File: src/rtl/fpu_arbiter.sv
// Round-robin arbiter sharing one multi-cycle FPU between two requesters.
// Latches the winning op, holds FPU inputs for the op latency, returns the result.
module fpu_arbiter #(
  parameter int LAT_ADD  = 3,
  parameter int LAT_MUL  = 3,
  parameter int LAT_DIV  = 11,
  parameter int LAT_SQRT = 8,
  parameter int LAT_CVT  = 1,
  parameter int CNT_W    = 4
) (
  input  logic        clk,
  input  logic        rstn,
  input  logic [1:0]  req_valid,
  output logic [1:0]  req_ready,
  input  logic [7:0]  req_op,
  input  logic [63:0] req_src0,
  input  logic [63:0] req_src1,
  output logic        rsp_valid,
  input  logic        rsp_ready,
  output logic [31:0] rsp_data,
  output logic        rsp_id,
  output logic        busy,
  output logic [31:0] fpu_src0,
  output logic [31:0] fpu_src1,
  output logic [3:0]  fpu_op,
  input  logic [31:0] fpu_result
);

  typedef enum logic [1:0] {IDLE, EXEC, DONE} state_t;

  localparam logic [CNT_W-1:0] L_ADD  = CNT_W'(LAT_ADD);
  localparam logic [CNT_W-1:0] L_MUL  = CNT_W'(LAT_MUL);
  localparam logic [CNT_W-1:0] L_DIV  = CNT_W'(LAT_DIV);
  localparam logic [CNT_W-1:0] L_SQRT = CNT_W'(LAT_SQRT);
  localparam logic [CNT_W-1:0] L_CVT  = CNT_W'(LAT_CVT);

  state_t            state;
  logic              rr_ptr;
  logic [CNT_W-1:0]  cnt;
  logic [CNT_W-1:0]  lat;
  logic [3:0]        op_q;
  logic [31:0]       src0_q;
  logic [31:0]       src1_q;
  logic [1:0]        grant;
  logic              win;

  always_comb begin
    grant = '0;
    if (state == IDLE) begin
      if (req_valid[rr_ptr])
        grant[rr_ptr] = 1'b1;
      else if (req_valid[~rr_ptr])
        grant[~rr_ptr] = 1'b1;
    end
  end

  assign win = grant[1];

  // ready is forced low while reset is held so nothing handshakes into reset
  assign req_ready = rstn ? grant : 2'b00;

  always_comb begin
    lat = '0;
    unique case (op_q)
      4'b0000, 4'b0001: lat = L_ADD;
      4'b0010:          lat = L_MUL;
      4'b0011:          lat = L_DIV;
      4'b0100:          lat = L_SQRT;
      4'b1011, 4'b1100: lat = L_CVT;
      default:          lat = '0;
    endcase
  end

  always_ff @(posedge clk or negedge rstn) begin
    if (!rstn) begin
      state    <= IDLE;
      rr_ptr   <= 1'b0;
      cnt      <= '0;
      op_q     <= 4'hF;
      src0_q   <= '0;
      src1_q   <= '0;
      rsp_data <= '0;
      rsp_id   <= 1'b0;
    end else begin
      unique case (state)
        IDLE: begin
          if (|grant) begin
            op_q   <= req_op[{win, 2'b00} +: 4];
            src0_q <= req_src0[{win, 5'b00000} +: 32];
            src1_q <= req_src1[{win, 5'b00000} +: 32];
            rsp_id <= win;
            rr_ptr <= ~win;
            cnt    <= '0;
            state  <= EXEC;
          end
        end
        EXEC: begin
          if (cnt == lat) begin
            rsp_data <= fpu_result;
            state    <= DONE;
          end else begin
            cnt <= cnt + 1'b1;
          end
        end
        DONE: begin
          if (rsp_ready)
            state <= IDLE;
        end
        default: state <= IDLE;
      endcase
    end
  end

  // outside EXEC the FPU sees the idle opcode so its counter stays at 0
  assign fpu_op    = (state == EXEC) ? op_q : 4'hF;
  assign fpu_src0  = src0_q;
  assign fpu_src1  = src1_q;
  assign rsp_valid = (state == DONE);
  assign busy      = (state != IDLE);

endmodule

File: config.mk
export PLATFORM = sky130hd
export DESIGN_NAME = fpu_arbiter
export DESIGN_NICKNAME = d
export VERILOG_FILES = /design/src/rtl/fpu_arbiter.sv
export SDC_FILE = /design/constraint.sdc
export NUM_CORES = 1
export LEC_CHECK = 0
export ABC_AREA = 1
export BUFFER_PORTS_ARGS = -buffer_cell sky130_fd_sc_hd__buf_2
export CAP_MARGIN = 20
export CORE_MARGIN = 4
export CORE_UTILIZATION = 44
export DETAILED_ROUTE_END_ITERATION = 10
export GPL_TIMING_DRIVEN = 1
export PLACE_DENSITY = 0.84
export SLEW_MARGIN = 20
export SYNTH_ARGS = -nofsm -noshare
export SYNTH_HDL_FRONTEND = slang
export SYNTH_SLANG_ARGS = --single-unit
File: constraint.sdc
create_clock -name clk -period 1.8 [get_ports clk]
set_input_delay 0.09 -clock clk [delete_from_list [all_inputs] [get_ports clk]]
set_output_delay 0.09 -clock clk [all_outputs]
set_load 0.03 [all_outputs]
==> impl_metrics.json, run 1 <==
{
  "post_cts.repair.setup_buffers": 0,
  "globalRoute.totalOverflow": 0,
  "timing_max_transition_violations_final": 0,
  "postSynthNetCount": 763,
  "grt_antenna_before_repair": 3,
  "yosys.area_share.simple_pct": 31.2,
  "fmaxAchievable_ghz": 0.570,
  "clock_buffers_created_by_tritoncts": 9,
  "initial_core_util_pct": 45.6,
  "power_density_mw_per_mm2": 1800,
  "insertion_delay_ns": 0.37,
  "min_period_ns": 1.75,
  "routed-via-count": 6235,
  "avgSynthCellArea_um2": 8.06,
  "highest_count_cells_in_the_layout_ignoring_fill_and_taps": "sky130_fd_sc_hd__buf_2 (276), sky130_fd_sc_hd__nand2_1 (275), sky130_fd_sc_hd__dlygate4sd3_1 (152)",
  "gr-usage-all-layers_pct": 32.3,
  "last_weighted_congestion_value_of_the_routability_driven_placer": 0.839,
  "rows": 37,
  "worstPathArrival_ns": 2.06,
  "die-width_um": 112,
  "clock_slew_seen_by_the_registers_of_the_worst_setup_and_hold_paths_ns": 0.11,
  "numPortBuffers": 277,
  "fp.dieArea_mm2": 0.0125,
  "path_max_fanout": 8,
  "grt_max_degree": 109,
  "post-route-drc-count": 0,
  "most_common_cell_after_layout_fill_and_taps_aside": "sky130_fd_sc_hd__buf_2",
  "main_combinational_cell_family_by_area_after_synthesis": "simple AND/OR/NAND/NOR gates",
  "final_area_mm2": 0.00815,
  "synth_xor_area_share_pct": 0.369,
  "placed_cells": 984,
  "worstMarginPinSlew_ns": 0.586,
  "p_leak_nw": 4.37,
  "syn-instance-count": 589,
  "hold_viol": 0,
  "grt_first_pass_wirelength_um": 32300,
  "synth-compound-area-share_pct": 5.80,
  "mappedNetlistArea_mm2": 0.00475,
  "drive_above_1_share_pct": 31.9,
  "slew_headroom_pct": 61.0,
  "grt_pass1_vias": 6426,
  "cts.path.max_buffers": 2,
  "root_buffer": "sky130_fd_sc_hd__clkbuf_8",
  "finalCritPeriodShare_pct": 97.5,
  "drt_wl_total_um": 21400,
  "worst_ir_drop_vdd_mv": 1.12,
  "ctsHtreeMaxLevel": 3,
  "worst_hold_check_path_type": "in2reg",
  "vias_per_cell": 5.38,
  "synth_mux_area_share_pct": 0,
  "die_y_um": 112,
  "synth-seq-area-share_pct": 57.0,
  "finClkSkew_ns": 0.0126,
  "worst_setup_path_end_kind": "flop",
  "drt-pass1-iter-count": 8,
  "run_status": "finished clean",
  "tritoncts": "done",
  "setup.worst_path.class": "reg2reg",
  "initial_drc_count": 750,
  "dp_hpwl_um": 10700,
  "areaGrowthSynthToFinish_pct": 71.7,
  "dpl-instance-area_mm2": 0.00629,
  "synthAdderAreaFrac_pct": 0.263,
  "fillCellCount": 625,
  "wire_per_inst_um": 18.4,
  "synth.lib_cells_used.distinct": 24,
  "nNetsFinal": 1188,
  "start_kind": "flop",
  "finalSetupViolCount": 0,
  "antenna_violating_nets_post_route": 0,
  "stdcell_count": 1159,
  "coreArea_mm2": 0.0104,
  "timing.critical_path.required_ns": 2.10,
  "design_power_total_mw": 14.7,
  "postSynthRegisterBits": 108,
  "clock_sinks": 108,
  "maxCapViolCount": 0,
  "io_pins": 278,
  "yosys_warnings": 0
}
## metrics by stage
| step | worst slack [ns] | utilization, % | hold slack (ns) | TNS [ns] |
|---|---|---|---|---|
| 3_5_place_dp | 0.159 | 60.4 | 0.227 | 0 |
| 3_3_place_gp | 0.220 | 60.4 | 0.218 | 0 |
| 2_1_floorplan | 0.284 | - | -0.206 | 0 |
| 6_report | 0.0456 | 78.3 | 0.0104 | 0 |
| 4_1_cts | 0.0920 | 77.2 | 0.00184 | 0 |
| 5_1_grt | -0.0670 | 78.2 | 0.00197 | -1.09 |
## worst max-delay path: stages, from the launching register on
cell                        delay, ns
sky130_fd_sc_hd__dfstp_2         0.60
sky130_fd_sc_hd__nor2_2          0.06
sky130_fd_sc_hd__nand2_1         0.10
sky130_fd_sc_hd__nand2_1         0.07
sky130_fd_sc_hd__nand2_1         0.09
sky130_fd_sc_hd__nand2_2         0.07
sky130_fd_sc_hd__nor2_4          0.13
sky130_fd_sc_hd__nand3_4         0.13
sky130_fd_sc_hd__inv_6           0.14
sky130_fd_sc_hd__clkbuf_16       0.16
sky130_fd_sc_hd__nand2_1         0.07
sky130_fd_sc_hd__nand2_1         0.07
## routing by layer
metal	global-route usage, %	wire length, um
met5	0	0
met4	19.2	1310
met3	8.26	2160
met2	56.5	10800
met1	35.3	7100
## where the power goes
group / total, mW / internal [mW] / switching, mW
combinational: 8.47 / 2.65 / 5.83
clock: 1.71 / 0.804 / 0.902
sequential: 4.49 / 3.69 / 0.797
## state kept, by name, indices dropped and copies added (netlist names)
register	count
cnt	4
rr_ptr	1
rsp_id	1
op_q	4
rsp_data	32
fpu_src0	32
fpu_src1	32
state	2
## cells by family (layout without fill, tap and decap cells)
kind of cell    count (synthesis)  in the layout
xor+xnor                        2              2
other cells                     0              4
fa+ha+maj                       1              1
simple gates                  372            372
compound gates                 53             53
buf+inv                        53            483
flops                         108            108
## layout make-up
cell class	instances	area (um2)	area share [%]
Timing Repair Buffer	444	3140	38.5
Sequential cell	108	2710	33.2
Multi-Input combinational cell	428	1810	22.2
Tap cell	136	170	2.09
Clock buffer	9	124	1.52
Clock inverter	7	104	1.27
Inverter	23	91.3	1.12
Antenna cell	4	10.0	0.123
## repair_timing
action | 4_1_cts | 5_1_grt
endpoints found under the hold margin | 196 | 0
endpoints found under the setup margin | 0 | 20
resized for setup | 0 | 10
hold buffers | 152 | 0
## final timing paths
check | startpoint | end | slack (ns) | cells after the start
max reg2reg | op_q[3] | rsp_data[0] | 0.05 | 11
max | op_q[3] | rsp_data[0] | 0.05 | 11
min in group asynchronous | rstn | rsp_data[13] | 0.33 | 3
min reg2reg | fpu_src0[11] | fpu_src0[11] | 0.49 | 2
min | req_src0[50] | fpu_src0[18] | 0.01 | 3
max in group asynchronous | rstn | fpu_src0[21] | 1.02 | 3
## synthesized netlist by cell type
master                     number  share of area (%)
sky130_fd_sc_hd__buf_6          4               0.95
sky130_fd_sc_hd__xnor2_1        1               0.18
sky130_fd_sc_hd__xor2_1         1               0.18
sky130_fd_sc_hd__nor2_1        34                2.7
sky130_fd_sc_hd__buf_4          2               0.32
sky130_fd_sc_hd__o21ai_0       23                2.4
sky130_fd_sc_hd__inv_1         17                1.3
sky130_fd_sc_hd__o31ai_1        1               0.16
sky130_fd_sc_hd__a21oi_1       24                2.5
sky130_fd_sc_hd__clkinv_1       1              0.079
sky130_fd_sc_hd__nand3_2        1               0.21
sky130_fd_sc_hd__clkbuf_1      10               0.79
sky130_fd_sc_hd__o22ai_1        4               0.53
sky130_fd_sc_hd__buf_2         13                1.4
sky130_fd_sc_hd__nor2_2         3               0.40
sky130_fd_sc_hd__ha_1           1               0.26
sky130_fd_sc_hd__nand2_1      276                 22
sky130_fd_sc_hd__dfrtp_1      104                 55
sky130_fd_sc_hd__dfstp_2        4                2.2
sky130_fd_sc_hd__buf_1          1              0.079
sky130_fd_sc_hd__nand3_1       58                6.1
sky130_fd_sc_hd__clkinv_2       1               0.11
sky130_fd_sc_hd__o21bai_1       1               0.16
sky130_fd_sc_hd__inv_2          4               0.32
Power figures use the tool's default switching activity.
==> inputs of run 2 (changes only) <==
--- a/config.mk
+++ b/config.mk
@@ -13,6 +13,7 @@
 export DETAILED_ROUTE_END_ITERATION = 10
 export GPL_TIMING_DRIVEN = 1
 export PLACE_DENSITY = 0.84
+export SETUP_SLACK_MARGIN = 0.3
 export SLEW_MARGIN = 20
 export SYNTH_ARGS = -nofsm -noshare
 export SYNTH_HDL_FRONTEND = slang
==> run 2 against run 1 <==
  * The run now fails in global routing (5_1_grt)
  * Area after synthesis unchanged
  * Synthesized cell count unchanged
==> impl_metrics.json, run 2 <==
{
  "synth_top_cell_area_share_pct": 54.8,
  "postSynthNetCount": 763,
  "numPortBuffers": 277,
  "yosys-top-cells-count": "sky130_fd_sc_hd__nand2_1 (276), sky130_fd_sc_hd__dfrtp_1 (104), sky130_fd_sc_hd__nand3_1 (58), sky130_fd_sc_hd__nor2_1 (34), sky130_fd_sc_hd__a21oi_1 (24)",
  "lastStage": "global routing (5_1_grt)",
  "postSynthRegisterBits": 108,
  "synthFlopType": "sky130_fd_sc_hd__dfrtp_1",
  "clock_sinks": 108,
  "tool.error": "[ERROR GRT-0232] Routing congestion too high. Check the congestion heatmap in the GUI.",
  "last_weighted_congestion_value_of_the_routability_driven_placer": 0.845,
  "yosysMostFrequentCell": "sky130_fd_sc_hd__nand2_1",
  "run_status": "stopped before the end",
  "initial_core_util_pct": 45.6,
  "ctsHtreeMaxLevel": 3,
  "syn-instance-count": 589,
  "worstEndpointType": "register input",
  "asyncSetResetFlopFracSynth_pct": 100,
  "mappedNetlistArea_mm2": 0.00475,
  "avgSynthCellArea_um2": 8.06,
  "yosys-top-cells-area": "sky130_fd_sc_hd__dfrtp_1 (55%), sky130_fd_sc_hd__nand2_1 (22%), sky130_fd_sc_hd__nand3_1 (6.1%)",
  "yosys_warnings": 0,
  "io_pins": 278,
  "synth_top_cell_by_area": "sky130_fd_sc_hd__dfrtp_1",
  "cts.path.max_buffers": 2,
  "timing.grt.repair.worst_endpoint": "rsp_data[21]$_DFFE_PN0P_/D",
  "globalRoute.totalOverflow": 280,
  "clock_buffers_created_by_tritoncts": 9,
  "dpl-instance-area_mm2": 0.00628,
  "rows": 37,
  "gr-usage-all-layers_pct": 87.2,
  "synth-seq-area-share_pct": 57.0,
  "synth.lib_cells_used.distinct": 24,
  "die_y_um": 112,
  "grt_max_degree": 109,
  "synth-edff-count": 0,
  "die-width_um": 112,
  "dp_hpwl_um": 10700,
  "root_buffer": "sky130_fd_sc_hd__clkbuf_8"
}
## run 2: cell counts after synthesis
Identical to the previous run, type by type.
## run 2: kinds of logic after synthesis
| logic type | count (synthesis) | synth area share (%) |
|---|---|---|
| buffers and inverters | 53 | 5.35 |
| flip-flops | 108 | 57.0 |
| AND/OR/NAND/NOR | 372 | 31.2 |
| adder cells (fa/ha/maj) | 1 | 0.263 |
| XOR/XNOR | 2 | 0.369 |
| AO/OA/AOI/OAI | 53 | 5.80 |
## run 2: metal layers
metal | global-route usage (%) | GRT overflow
met1 | 83.6 | 0
met5 | 23.5 | 0
met3 | 74.0 | 3
met4 | 99.0 | 115
met2 | 102 | 162
## run 2: through the flow
step,setup slack (ns),instances
after CTS,0.173,1153
after detailed placement,0.0362,981
after global placement,0.0938,981
after floorplan,0.293,589
## run 2: timing repair
item / in CTS
hold buffers: 149
buffers inserted: 4
pin swaps: 4
setup endpoints to repair: 112
endpoints found under the hold margin: 196
gates resized for setup: 27
gates cloned: 3
==> inputs of run 3 (changes only) <==
--- a/config.mk
+++ b/config.mk
@@ -9,11 +9,10 @@
 export BUFFER_PORTS_ARGS = -buffer_cell sky130_fd_sc_hd__buf_2
 export CAP_MARGIN = 20
 export CORE_MARGIN = 4
-export CORE_UTILIZATION = 44
+export CORE_UTILIZATION = 30
 export DETAILED_ROUTE_END_ITERATION = 10
 export GPL_TIMING_DRIVEN = 1
-export PLACE_DENSITY = 0.84
-export SETUP_SLACK_MARGIN = 0.3
+export PLACE_DENSITY_LB_ADDON = 0.15
 export SLEW_MARGIN = 20
 export SYNTH_ARGS = -nofsm -noshare
 export SYNTH_HDL_FRONTEND = slang
==> run 3 against run 2 <==
  * The flow now finishes without violations
==> impl_metrics.json, run 3 (synthesized netlist as in run 1, its figures left out) <==
{
  "part_of_the_power_in_registers_pct": 29.7,
  "globalRoute.totalOverflow": 0,
  "clock_buffers_created_by_tritoncts": 9,
  "finalSetupViolCount": 0,
  "last_weighted_congestion_value_of_the_routability_driven_placer": 0.751,
  "nNetsFinal": 1161,
  "cp_cell_sequence": "nor2_2 > nand2_2 > buf_6 > nor2_1 > clkbuf_4",
  "worstPathArrival_ns": 1.58,
  "wire_per_inst_um": 14.5,
  "sw_power_mw": 7.02,
  "numPortBuffers": 277,
  "routed-via-count": 5379,
  "die_y_um": 134,
  "maxCapViolCount": 0,
  "timing_max_transition_violations_final": 0,
  "power_switching_share_pct": 47.8,
  "dp_hpwl_um": 11500,
  "reg2reg_slack_ns": 0.17,
  "worst_setup_path_end_kind": "output pin",
  "cts.path.max_buffers": 2,
  "finalCritPeriodShare_pct": 93.1,
  "drt_wl_total_um": 17400,
  "clock_sinks": 108,
  "hold_viol": 0,
  "slowest_delay_ns": 0.43,
  "fmaxAchievable_ghz": 0.597,
  "combPwrFrac_pct": 54.3,
  "insertion_delay_ns": 0.35,
  "slew_headroom_pct": 59.9,
  "post-route-drc-count": 0,
  "worst_hold_check_path_type": "in2reg",
  "grt_pass1_vias": 5696,
  "initial_core_util_pct": 30.9,
  "worstMarginPinSlew_ns": 0.601,
  "initial_drc_count": 290,
  "p_leak_nw": 4.32,
  "run_status": "finished clean",
  "dpl-instance-area_mm2": 0.00646,
  "grt_first_pass_wirelength_um": 28400,
  "grt_setup_unrepaired": "no",
  "antenna_violating_nets_post_route": 0,
  "io_pins": 278,
  "crit_slowest_cell": "sky130_fd_sc_hd__dfrtp_1",
  "clock_power_share_pct": 16.0,
  "final_area_mm2": 0.00806,
  "totalNegativeSetupSlack_ns": 0,
  "path_max_fanout": 21,
  "clock_slew_seen_by_the_registers_of_the_worst_setup_and_hold_paths_ns": 0.07,
  "timing.critical_path.required_ns": 1.71,
  "rows": 45,
  "post_cts.repair.setup_buffers": 0,
  "critPathTopFamily": "flip-flops",
  "gr-usage-all-layers_pct": 19.6,
  "areaGrowthSynthToFinish_pct": 69.7,
  "die-width_um": 134,
  "drt-pass1-iter-count": 4,
  "fillCellCount": 1430,
  "coreArea_mm2": 0.0154,
  "worst_ir_drop_vdd_mv": 0.867,
  "root_buffer": "sky130_fd_sc_hd__clkbuf_16",
  "intPower_mw": 7.66,
  "power_density_mw_per_mm2": 1820,
  "ctsHtreeMaxLevel": 3,
  "fp.dieArea_mm2": 0.0179,
  "min_period_ns": 1.67,
  "finClkSkew_ns": 0.00375,
  "highest_count_cells_in_the_layout_ignoring_fill_and_taps": "sky130_fd_sc_hd__nand2_1 (275), sky130_fd_sc_hd__buf_2 (275), sky130_fd_sc_hd__dlygate4sd3_1 (123)",
  "grt_max_degree": 109,
  "start_kind": "flop",
  "drive_above_1_share_pct": 32.8,
  "setup.worst_path.class": "reg2out",
  "critical_path_buf_inv_count": 2,
  "vias_per_cell": 4.47,
  "grt_antenna_before_repair": 2,
  "tritoncts": "done"
}
==> run 3: worst reg2reg max path: cells and delay by family (launching register included) <==
kind | cells | cell delay [ns]
simple gates | 8 | 0.70
flops | 1 | 0.56
buf+inv | 3 | 0.31
==> run 3: layer usage <==
layer | global-route usage, % | routed length (um)
met3 | 5.10 | 1360
met5 | 0 | 11
met1 | 24.3 | 7060
met2 | 32.4 | 8460
met4 | 8.46 | 512
==> run 3: repair_timing <==
action | 4_1_cts | 5_1_grt
pin swaps | 0 | 0
hold buffers | 123 | 0
endpoints found under the hold margin | 182 | 0
cloned | 0 | 0
setup endpoints to repair | 1 | 1
resized for setup | 2 | 2
==> run 3: final timing paths <==
| kind | start | endpoint | depth (start not counted) |
|---|---|---|---|
| worst min-delay path | req_src0[53] | fpu_src0[21] | 3 |
| worst max register to register | op_q[2] | rsp_data[7] | 11 |
| min in group asynchronous | rstn | fpu_src1[1] | 3 |
| worst min register to register | rsp_id | rsp_id | 2 |
| worst max-delay path | state[0] | req_ready[1] | 5 |
| max in group asynchronous | rstn | rsp_data[7] | 3 |
==> run 3: stage by stage <==
step / utilization [%] / worst slack (ns) / total power [mW] / instances / hold WS, ns
after floorplan: - / 0.284 / 9.55 / 589 / -0.206
after global placement: 42.1 / 0.187 / 12.2 / 1064 / 0.235
after detailed placement: 42.1 / 0.154 / 12.2 / 1064 / 0.237
after CTS: 52.4 / 0.0310 / 14.8 / 1203 / 0.00489
after global routing: 52.4 / 0.00365 / 15.8 / 1204 / 0.0414
final: 52.4 / 0.125 / 14.7 / 1204 / 0.0185
==> run 3: area by class of cell <==
class	count	area [um2]	area share, %
repair buffers	417	2850	35.4
flip-flops and latches	108	2710	33.6
multi-input cells	428	1790	22.2
well taps	211	264	3.28
clock buffers	12	256	3.18
clock inverters	4	95.1	1.18
inverters	23	87.6	1.09
diodes	1	2.50	0.0310
==> run 3: power by group through the flow <==
stage	Clock, mW	Sequential (mW)	Combinational [mW]
after floorplan	0	6.50	3.05
after global placement	0	4.39	7.78
after detailed placement	0	4.37	7.82
after CTS	2.41	4.36	8.03
after global routing	2.49	4.53	8.76
final	2.36	4.36	7.97
==> inputs of run 4 (changes only) <==
==> constraint.sdc (replaced) <==
create_clock -name clk -period 1.6 [get_ports clk]
set_input_delay 0.08 -clock clk [delete_from_list [all_inputs] [get_ports clk]]
set_output_delay 0.08 -clock clk [all_outputs]
set_load 0.03 [all_outputs]
==> run 4 against run 3 <==
  * The flow now finishes with violations (setup timing)
  * Sequential power increased by 13%
  * Largest cell class unchanged
  * Total power increased by 13%
  * Critical path type unchanged
  * Core utilization increased by 0.91 points
==> impl_metrics.json, run 4 (synthesized netlist as in run 1, its figures left out) <==
{
  "run_status": "complete, but fails checks",
  "violations": "setup timing",
  "vias_per_cell": 4.47,
  "hold_viol": 0,
  "post_route_setup_slack_ns": -0.0155,
  "sw_power_mw": 8.16,
  "most_common_cell_after_layout_fill_and_taps_aside": "sky130_fd_sc_hd__buf_2",
  "tritoncts": "done",
  "rows": 45,
  "worst_ir_drop_vdd_mv": 0.972,
  "cp_cell_sequence": "buf_4 > inv_1 > nor2_2 > buf_4 > nand2_1 > buf_2",
  "worstMarginPinSlew_ns": 0.594,
  "finish.utilization_pct": 53.3,
  "maxCapViolCount": 0,
  "p_leak_nw": 4.37,
  "path_max_fanout": 5,
  "ctsHtreeMaxLevel": 3,
  "wire_per_inst_um": 14.8,
  "worst_setup_path_end_kind": "output pin",
  "coreArea_mm2": 0.0154,
  "timing_max_transition_violations_final": 0,
  "clock_power_share_pct": 13.0,
  "setup.worst_path.class": "reg2out",
  "worst_hold_check_path_type": "in2reg",
  "timing.critical_path.required_ns": 1.52,
  "grt_pass1_vias": 5592,
  "clock_buffers_created_by_tritoncts": 9,
  "clock_sinks": 108,
  "slew_headroom_pct": 60.4,
  "grt_setup_unrepaired": "yes",
  "antenna_violating_nets_post_route": 0,
  "antennaDiodeCount": 0,
  "finalCritPeriodShare_pct": 101,
  "crit_slowest_cell": "sky130_fd_sc_hd__dfrtp_1",
  "clock_slew_seen_by_the_registers_of_the_worst_setup_and_hold_paths_ns": 0.08,
  "combPwrFrac_pct": 57.4,
  "routed-via-count": 5431,
  "io_pins": 278,
  "cts.path.max_buffers": 2,
  "initial_core_util_pct": 30.9,
  "grt_first_pass_wirelength_um": 28200,
  "grt_antenna_before_repair": 0,
  "part_of_the_power_in_registers_pct": 29.6,
  "last_weighted_congestion_value_of_the_routability_driven_placer": 0.763,
  "highest_count_cells_in_the_layout_ignoring_fill_and_taps": "sky130_fd_sc_hd__buf_2 (274), sky130_fd_sc_hd__nand2_1 (268), sky130_fd_sc_hd__dlygate4sd3_1 (127)",
  "slowest_delay_ns": 0.36,
  "cpMostUsedCell": "sky130_fd_sc_hd__buf_4",
  "gr-usage-all-layers_pct": 19.5,
  "numPortBuffers": 277,
  "drt-pass1-iter-count": 4,
  "power_density_mw_per_mm2": 2020,
  "power_switching_share_pct": 49.2,
  "areaGrowthSynthToFinish_pct": 72.7,
  "stdcell_count": 1216,
  "initial_drc_count": 278,
  "die-width_um": 134,
  "finClkSkew_ns": 0.00845,
  "insertion_delay_ns": 0.35,
  "drt_wl_total_um": 17900,
  "nNetsFinal": 1174,
  "fmaxAchievable_ghz": 0.619,
  "root_buffer": "sky130_fd_sc_hd__clkbuf_16",
  "drive_above_1_share_pct": 34.5,
  "fp.dieArea_mm2": 0.0179,
  "globalRoute.totalOverflow": 0,
  "dp_hpwl_um": 11600,
  "finalSetupViolCount": 7,
  "worstPathArrival_ns": 1.54,
  "intPower_mw": 8.44,
  "post-route-drc-count": 0,
  "worst_setup_slack_after_placement_ns": -0.0633,
  "min_period_ns": 1.62,
  "placed_cells": 1071,
  "grt_max_degree": 109,
  "die_y_um": 134,
  "start_kind": "flop"
}
## run 4: path summary, 6_finish.rpt
| path | start | to | slack, ns | cells past startpoint |
|---|---|---|---|---|
| worst min-delay path | req_src0[47] | fpu_src0[15] | 0.02 | 3 |
| worst min register to register | rsp_data[30] | rsp_data[30] | 0.48 | 2 |
| max in group asynchronous | rstn | fpu_src1[29] | 0.78 | 3 |
| min in group asynchronous | rstn | fpu_src0[6] | 0.37 | 3 |
| worst max-delay path | state[0] | fpu_op[3] | -0.02 | 6 |
| worst max register to register | op_q[2] | rsp_data[3] | -0.01 | 12 |
## run 4: power groups by stage
stage	registers [mW]	clock network (mW)	logic [mW]
detailed placement	4.91	0	9.04
finish	4.92	2.16	9.52
CTS	4.90	2.26	9.36
global route	5.09	2.34	10.4
global placement	4.94	0	8.97
floorplan	7.31	0	3.43
## run 4: worst max-delay path, delay by kind of cell, from the launching register on
family,cells,cell delay (ns)
flip-flops,1,0.36
AND/OR/NAND/NOR,2,0.29
buffers and inverters,4,0.54
## run 4: per-layer routing
metal	share of wire [%]	GRT usage [%]
met4	3.0	8.11
met1	41	23.3
met2	48	33.5
met5	0	0
met3	7.6	4.76
## run 4: area by class of cell
| class | instances | area, um2 |
|---|---|---|
| Timing Repair Buffer | 430 | 3010 |
| Inverter | 23 | 91.3 |
| Multi-Input combinational cell | 428 | 1840 |
| Clock inverter | 7 | 58.8 |
| Tap cell | 211 | 264 |
| Clock buffer | 9 | 225 |
| Fill cell | 1409 | 7170 |
| Sequential cell | 108 | 2710 |
## run 4: timing repair
item | 4_1_cts | 5_1_grt
setup buffers | 0 | 1
endpoints found under the hold margin | 186 | 0
cloned | 0 | 1
pin swaps | 0 | 0
resized for setup | 8 | 14
setup endpoints to repair | 36 | 57
hold buffers | 127 | 0
## run 4: metrics by stage
stage               power [mW]  setup TNS (ns)  hold slack [ns]  cell area, um2
CTS                       16.5          -0.132        0.0000873            8130
finish                    16.6         -0.0506           0.0185            8200
global placement          13.9          -0.445            0.230            6540
detailed placement        14.0           -1.11            0.234            6540
floorplan                 10.7               0           -0.216            4750
global route              17.8           -4.55           0.0157            8200
